File: src/rtl/fetch_pkg.sv
// fetch_pkg: shared widths, the fetch queue entry type and the default reset PC.
// Imported by fetch_queue and instruction_fetch_unit.
package fetch_pkg;
    localparam int XLEN        = 32;
    localparam int INSTR_BYTES = 4;
    localparam logic [XLEN-1:0] DEFAULT_RESET_PC = 32'h0000_0000;
    typedef struct packed {
        logic [XLEN-1:0] pc;
        logic [31:0]     instr;
    } fetch_entry_t;
endpackage

File: src/rtl/fetch_queue.sv
// fetch_queue: synchronous FIFO of fetch_entry_t with flush.
// Ports: clk, rst_n (async active-low); i_push/i_pop/i_flush controls and i_data
// write entry; o_head is the registered head entry, o_count/o_full/o_empty occupancy.
// Flush beats push; a pop alongside a flush is legal and simply absorbed.
module fetch_queue
    import fetch_pkg::*;
#(
    parameter  int DEPTH = 2,
    localparam int AW    = $clog2(DEPTH)
) (
    input  logic         clk,
    input  logic         rst_n,
    input  logic         i_push,
    input  logic         i_pop,
    input  logic         i_flush,
    input  fetch_entry_t i_data,
    output fetch_entry_t o_head,
    output logic [AW:0]  o_count,
    output logic         o_full,
    output logic         o_empty
);
    fetch_entry_t  r_mem [DEPTH];
    logic [AW-1:0] r_rd;
    logic [AW-1:0] r_wr;
    logic [AW:0]   r_count;
    logic          w_push;
    logic          w_pop;

    assign o_full  = r_count == (AW+1)'(DEPTH);
    assign o_empty = r_count == '0;
    assign o_count = r_count;
    assign o_head  = r_mem[r_rd];
    assign w_pop   = i_pop & ~o_empty;
    assign w_push  = i_push & ~i_flush & (~o_full | w_pop);

    always_ff @(posedge clk or negedge rst_n) begin
        if (!rst_n) begin
            r_mem   <= '{default: '0};
            r_rd    <= '0;
            r_wr    <= '0;
            r_count <= '0;
        end else if (i_flush) begin
            r_rd    <= '0;
            r_wr    <= '0;
            r_count <= '0;
        end else begin
            if (w_push) begin
                r_mem[r_wr] <= i_data;
                r_wr        <= r_wr + AW'(1);
            end
            if (w_pop)
                r_rd <= r_rd + AW'(1);
            r_count <= r_count + (AW+1)'(w_push) - (AW+1)'(w_pop);
        end
    end
endmodule

File: src/rtl/instruction_fetch_unit.sv
// instruction_fetch_unit: PC owner and fetch front end feeding decode.
// Ports: clk, rst_n (async active-low); i_fetch_en gates fetching;
// o_imem_addr/i_imem_instr combinational instruction memory port;
// i_redirect_valid/i_redirect_pc restart fetch; o_out_valid/i_out_ready/
// o_out_instr/o_out_pc hand queued instructions to decode.
module instruction_fetch_unit
    import fetch_pkg::*;
#(
    parameter logic [XLEN-1:0] RESET_PC    = DEFAULT_RESET_PC,
    parameter int              QUEUE_DEPTH = 2
) (
    input  logic            clk,
    input  logic            rst_n,
    input  logic            i_fetch_en,
    output logic [XLEN-1:0] o_imem_addr,
    input  logic [31:0]     i_imem_instr,
    input  logic            i_redirect_valid,
    input  logic [XLEN-1:0] i_redirect_pc,
    output logic            o_out_valid,
    input  logic            i_out_ready,
    output logic [31:0]     o_out_instr,
    output logic [XLEN-1:0] o_out_pc
);
    localparam int CW = $clog2(QUEUE_DEPTH) + 1;

    logic [XLEN-1:0] r_fetch_pc;
    logic [CW-1:0]   w_count;
    logic            w_full;
    logic            w_empty;
    logic            w_pop;
    logic            w_push;
    fetch_entry_t    w_head;

    assign w_pop  = o_out_valid & i_out_ready;
    // A slot freed by this cycle's pop can be refilled in the same cycle.
    assign w_push = i_fetch_en & ~i_redirect_valid & ((w_count < CW'(QUEUE_DEPTH)) | w_pop);

    assign o_imem_addr = r_fetch_pc;
    assign o_out_valid = ~w_empty;
    assign o_out_instr = w_head.instr;
    assign o_out_pc    = w_head.pc;

    always_comb assert (w_full == (w_count == CW'(QUEUE_DEPTH)));

    always_ff @(posedge clk or negedge rst_n) begin
        if (!rst_n)
            r_fetch_pc <= RESET_PC;
        else if (i_redirect_valid)
            r_fetch_pc <= i_redirect_pc & ~XLEN'(INSTR_BYTES - 1);
        else if (w_push)
            r_fetch_pc <= r_fetch_pc + XLEN'(INSTR_BYTES);
    end

    fetch_queue #(.DEPTH(QUEUE_DEPTH)) u_queue (
        .clk     (clk),
        .rst_n   (rst_n),
        .i_push  (w_push),
        .i_pop   (w_pop),
        .i_flush (i_redirect_valid),
        .i_data  ('{pc: r_fetch_pc, instr: i_imem_instr}),
        .o_head  (w_head),
        .o_count (w_count),
        .o_full  (w_full),
        .o_empty (w_empty)
    );
endmodule

File: config.mk
export PLATFORM = sky130hd
export DESIGN_NAME = instruction_fetch_unit
export DESIGN_NICKNAME = d
export VERILOG_FILES = /design/src/rtl/fetch_pkg.sv /design/src/rtl/fetch_queue.sv /design/src/rtl/instruction_fetch_unit.sv
export SDC_FILE = /design/constraint.sdc
export NUM_CORES = 1
export LEC_CHECK = 0
export BUFFER_PORTS_ARGS = -buffer_cell sky130_fd_sc_hd__buf_2
export CAP_MARGIN = 20
export CORE_ASPECT_RATIO = 0.7
export CORE_MARGIN = 3
export CORE_UTILIZATION = 45
export DETAILED_ROUTE_END_ITERATION = 6
export PLACE_DENSITY = 0.68
export RECOVER_POWER = 50
export SYNTH_ARGS = -nofsm -noshare
export SYNTH_HDL_FRONTEND = slang
export SYNTH_HIERARCHICAL = 1
export SYNTH_SLANG_ARGS = --single-unit
File: constraint.sdc
create_clock -name clk -period 3.05 [get_ports clk]
set_input_delay 0.305 -clock clk [delete_from_list [all_inputs] [get_ports clk]]
set_output_delay 0.305 -clock clk [all_outputs]
set_load 0.05 [all_outputs]
-- Word level (Yosys, flattened, before mapping)
Index checks and enable logic that the tools add are counted.
- register bits: 164
- output and inout bits: 97
- word-level logic and storage cells: 50
- input port bits: 69
- bitwise operators: 13
- equality and inequality tests: 1
- multiplexer cells: 13
- magnitude comparators: 4
- $add $sub $neg: 5
- reduce and logical (&&, ||, !) cells: 6
- operators with widths (kind ; count):
    64-bit 2-to-1 mux ; 4
    128-bit bitwise mux ; 1
    64-bit demux with 1-bit select ; 1
    32-bit 2-to-1 mux ; 2
    32-bit by 3-bit adder with 32-bit output, second input constant ; 1
    1-bit AND ; 6
    2-bit nonzero test ; 3
    2-bit >= comparator, second input constant ; 2
    1-bit 2-to-1 mux ; 4
    1-bit NOT with 2-bit output ; 2
    1-bit NOT ; 3
    1-bit adder, second input constant ; 2
    2-bit by 1-bit adder with 2-bit output ; 1
    2-bit equality test, second input constant ; 1
    2-bit logical NOT ; 1
    2-bit by 1-bit less-than comparator with 1-bit output, second input constant ; 1
    2-bit less-than comparator, second input constant ; 1
    2-bit 2-to-1 mux ; 1
    1-bit OR ; 2
    2-bit AND reduction ; 1
    2-bit by 1-bit subtractor with 2-bit output ; 1
    1-bit logical AND ; 1

-- Depth between registers and ports, before layout
- word-level depth: 10
- mapped depth: 10
- mapped depth without buffers: 9

-- By module
The synthesis kept the hierarchy.
- modules (own cells, without submodules) (module ; cells each ; seq. area each (um^2) ; area each (um^2) ; instances):
    fetch_queue ; 367 ; 3303.2 ; 5987.0 ; 1
    instruction_fetch_unit ; 231 ; 750.7 ; 1968.1 ; 1

-- Least setup slack after synthesis
Ideal clock, no wire load.
- kind: reg2reg
- start point: register u_queue.r_count[1], in the netlist u_queue/o_count[1]
- end point: register u_queue/r_mem[10] (netlist bit)
- stages on the path, launching flop included: 10
- data required time: 2.925 ns
- setup time: 0.125 ns
- buffers on the path: 3
- setup slack: 0.699 ns
- period minus slack after synthesis: 2.351 ns
- data arrival time: 2.226 ns
- path through: dfrtp_1 nor2_1 nand2b_1 clkbuf_1 a21boi_0 and2_1 and4b_1 buf_6 buf_6 mux2_4
- longest elaborated chain between the ends: 8
- elaborated cells between the ends (all ways): 13
- classes of those cells: order compare: 1; eq/ne: 1; bitwise: 9; reduce/logical: 2
- RTL lines (element ; line ; RTL):
    from (decl) ; fetch_queue.sv:25 ; logic [AW:0] r_count;
    from (signal assigned) ; fetch_queue.sv:53 ; r_count <= r_count + (AW+1)'(w_push) - (AW+1)'(w_pop);
    2-bit logical NOT ; fetch_queue.sv:30 ; assign o_empty = r_count == '0;
    via w_empty ; instruction_fetch_unit.sv:29 ; logic w_empty;
    1-bit NOT ; instruction_fetch_unit.sv:39 ; assign o_out_valid = ~w_empty;
    1-bit AND ; instruction_fetch_unit.sv:34 ; assign w_pop = o_out_valid & i_out_ready;
    1-bit OR ; instruction_fetch_unit.sv:36 ; assign w_push = i_fetch_en & ~i_redirect_valid & ((w_count < CW'(QUEUE_DEPTH)) | w_pop);
    1-bit AND ; instruction_fetch_unit.sv:36 ;
    via w_push ; instruction_fetch_unit.sv:31 ; logic w_push;
    1-bit AND (2 in a row) ; fetch_queue.sv:34 ; assign w_push = i_push & ~i_flush & (~o_full | w_pop);
    2-bit AND reduction (no line) ; - ;
    to (signal, indexed assignment) ; fetch_queue.sv:48 ; r_mem[r_wr] <= i_data;
    to (decl) ; fetch_queue.sv:22 ; fetch_entry_t r_mem [DEPTH];
The timed path passes the listed nets, and every way through them passes these cells.
A chain may end at the register's enable or synchronous reset.

-- Final worst setup path
- start point: register u_queue.r_count[0], in the netlist u_queue/o_count[0]
- end point: register u_queue/r_mem[31] (netlist bit)
The elaborated chain is that of the path after synthesis.

==> out/metrics.json <==
{
  "run_status": {
    "run_status": "completed"
  },
  "placed_design": {
    "finalWeightedCongestion": 0.805,
    "buffer_ports.inserted": 161,
    "hpwlAfterDp_um": 12400,
    "placedCellCount": 962
  },
  "worst_setup_path": {
    "critical_path_required_ns": 3.35,
    "crit_path_max_fanout": 55,
    "crit_path_end_kind": "flop",
    "worst-endpoint-arrival_ns": 2.92,
    "regToRegStartpoint": "u_queue/o_count[0]",
    "timing_worst_setup_path_type": "flop to flop",
    "worstPathCellList": "nor2_1, nand2b_1, a21boi_0, and2_1, and4b_4, buf_12, mux2_1",
    "startpoint": "u_queue/o_count[0]",
    "crit_path_max_incr_delay_ns": 0.38,
    "crit_path_top_delay_cell": "dfrtp_1",
    "start_kind": "flop"
  },
  "pwr": {
    "total_switching_power_mw": 2.81,
    "power.share.combinational_pct": 33.6,
    "design_power_total_mw": 7.75,
    "leakage_power_nw": 4.21,
    "power.share.clock_pct": 26.5,
    "vdd_drop_max_v": 0.000445,
    "power.share.sequential_pct": 39.9,
    "cellPowerDensity_nw_per_um2": 819,
    "sw_frac_of_total_pct": 36.2,
    "p_int_mw": 4.94
  },
  "timing": {
    "finalCriticalPeriod_ns": 2.62,
    "final_hold_viol_count": 0,
    "fin_setup_tns_ns": 0,
    "timing_worst_slew_pin_value_ns": 1.42,
    "setup-violations-final": 0,
    "final.setup_skew_ns": 0.00745,
    "finalCritPeriodShare_pct": 86.0,
    "rsz0062_at_grt": "false",
    "timing_max_transition_violations_final": 0,
    "fin_worst_hold_slack_ns": 0.0950,
    "achievable-frequency_mhz": 381,
    "slew_headroom_pct": 5.48
  },
  "global_routing": {
    "grt_pass1_wl_um": 29400,
    "grt_pass1_vias": 5552,
    "grt.total_usage_pct": 19.5,
    "overall_overflow_remaining_after_global_route": 0,
    "antenna_violations_before_repair": 0,
    "grt_max_degree": 86
  },
  "finish": {
    "antenna_cells": 0,
    "net_count_reported_at_finish": 829,
    "finalNonFillerCells": 994,
    "drive_gt1_share_pct": 47.5,
    "layout.core_utilization_pct": 56.4,
    "syn_to_final_growth_pct": 19.0
  },
  "clock_network": {
    "cts_tree": "built",
    "cts.repair.resized": 0,
    "post-cts-setup-buffer-count": 0,
    "cts.reportedPaths.clkPinSlew_ns": 0.06,
    "clock-root-buffer": "clkbuf_16",
    "cts-buffers-inserted": 17,
    "worst_skew_pair.late_latency_ns": 0.42,
    "cts_hold_repair.buffers": 1,
    "htree_num_levels": 4,
    "ctsLongestPathBuffers": 2,
    "cts_sinks": 162
  },
  "job": {
    "cap_viol_max_count": 0
  },
  "drt": {
    "wl_um": 18400,
    "routed-via-count": 5388,
    "viasPerCell": 5.42,
    "post-route-drc-count": 0,
    "antenna_violating_nets_post_route": 0,
    "dr.pass1.iters": 4,
    "route.detailed.wl_per_inst_um": 18.5,
    "drt_iter0_drc": 315
  },
  "floorplan": {
    "row_count": 39,
    "floorplan.initialDensity_pct": 47.4,
    "die-area_sq_um": 19300,
    "placeableCoreArea_sq_um": 16800,
    "ios": 166,
    "die_x_um": 165,
    "dieHeight_um": 117
  },
  "hold_path": {
    "hold_path_startpoint": "i_redirect_pc[2]",
    "min_path_type": "input port to flop"
  },
  "synth": {
    "instance_count_of_the_mapped_netlist": 597,
    "post_synthesis_cell_area_sq_um": 7950,
    "postSynthAreaPerCell_sq_um": 13.3,
    "yosys_warnings": 6
  }
}
## per-layer routing
metal | up-vias | part of all wire [%] | global-route usage, %
li1 | 2490 | - | -
met1 | 2731 | 47 | 26.6
met2 | 149 | 46 | 31.0
met3 | 18 | 6.1 | 5.07
met4 | 0 | 1.3 | 6.03
met5 | - | 0 | 0
## final timing paths
kind                                       to  slack (ns)  cells after the start
setup / recovery            u_queue/r_mem[31]        0.43                      7
hold / removal                 o_imem_addr[2]        0.09                      3
setup reg to reg            u_queue/r_mem[31]        0.43                      7
hold reg to reg             u_queue/r_mem[63]        0.49                      1
max in group asynchronous  u_queue/r_mem[105]        0.63                      3
min in group asynchronous   u_queue/r_mem[20]        0.50                      2
## critical path: cells and delay by family (launching register included)
family / cells / cell delay [ns]
flops: 1 / 0.38
buf+inv: 1 / 0.36
simple gates: 4 / 0.99
mux: 1 / 0.36
compound gates: 1 / 0.34
## registers in the layout (all words and copies together), names as in the netlist
signal / count
o_imem_addr: 30
u_queue/o_count: 2
u_queue/r_mem: 128
u_queue/r_rd: 1
u_queue/r_wr: 1
## power groups by stage
stage                     sequential, mW  combinational (mW)  clock (mW)
after floorplan                     3.13                1.99           0
after global placement              3.06                2.59           0
after detailed placement            3.12                2.64           0
after CTS                           3.09                2.65        2.10
after global routing                3.17                2.76        2.19
final                               3.09                2.60        2.05
## stage by stage
step           area (sq um)  worst slack (ns)
2_1_floorplan          7970             0.711
6_report               9460             0.428
3_5_place_dp           8960             0.429
5_1_grt                9460             0.158
4_1_cts                9530             0.412
3_3_place_gp           8960             0.493
## layout by cell type (no fill, tap or decap), types with 10 or more instances in the layout
cell / count
nand3_1: 17
o21ai_0: 14
dfrtp_1: 161
clkbuf_16: 17
or4_1: 10
mux2_2: 128
mux2_4: 60
o31ai_1: 10
nand2_1: 25
nor2_1: 26
clkbuf_1: 38
inv_1: 10
a31oi_1: 14
buf_2: 129
## layout make-up
type | instances | area [sq um]
timing repair buffer | 175 | 910
clock buffer | 21 | 440
inverter | 10 | 37.5
multi-input combinational | 391 | 3620
clock inverter | 10 | 113
sequential | 162 | 4060
fill | 1458 | 7320
tap | 225 | 282
Note: power is estimated with default switching activity, not from simulation.
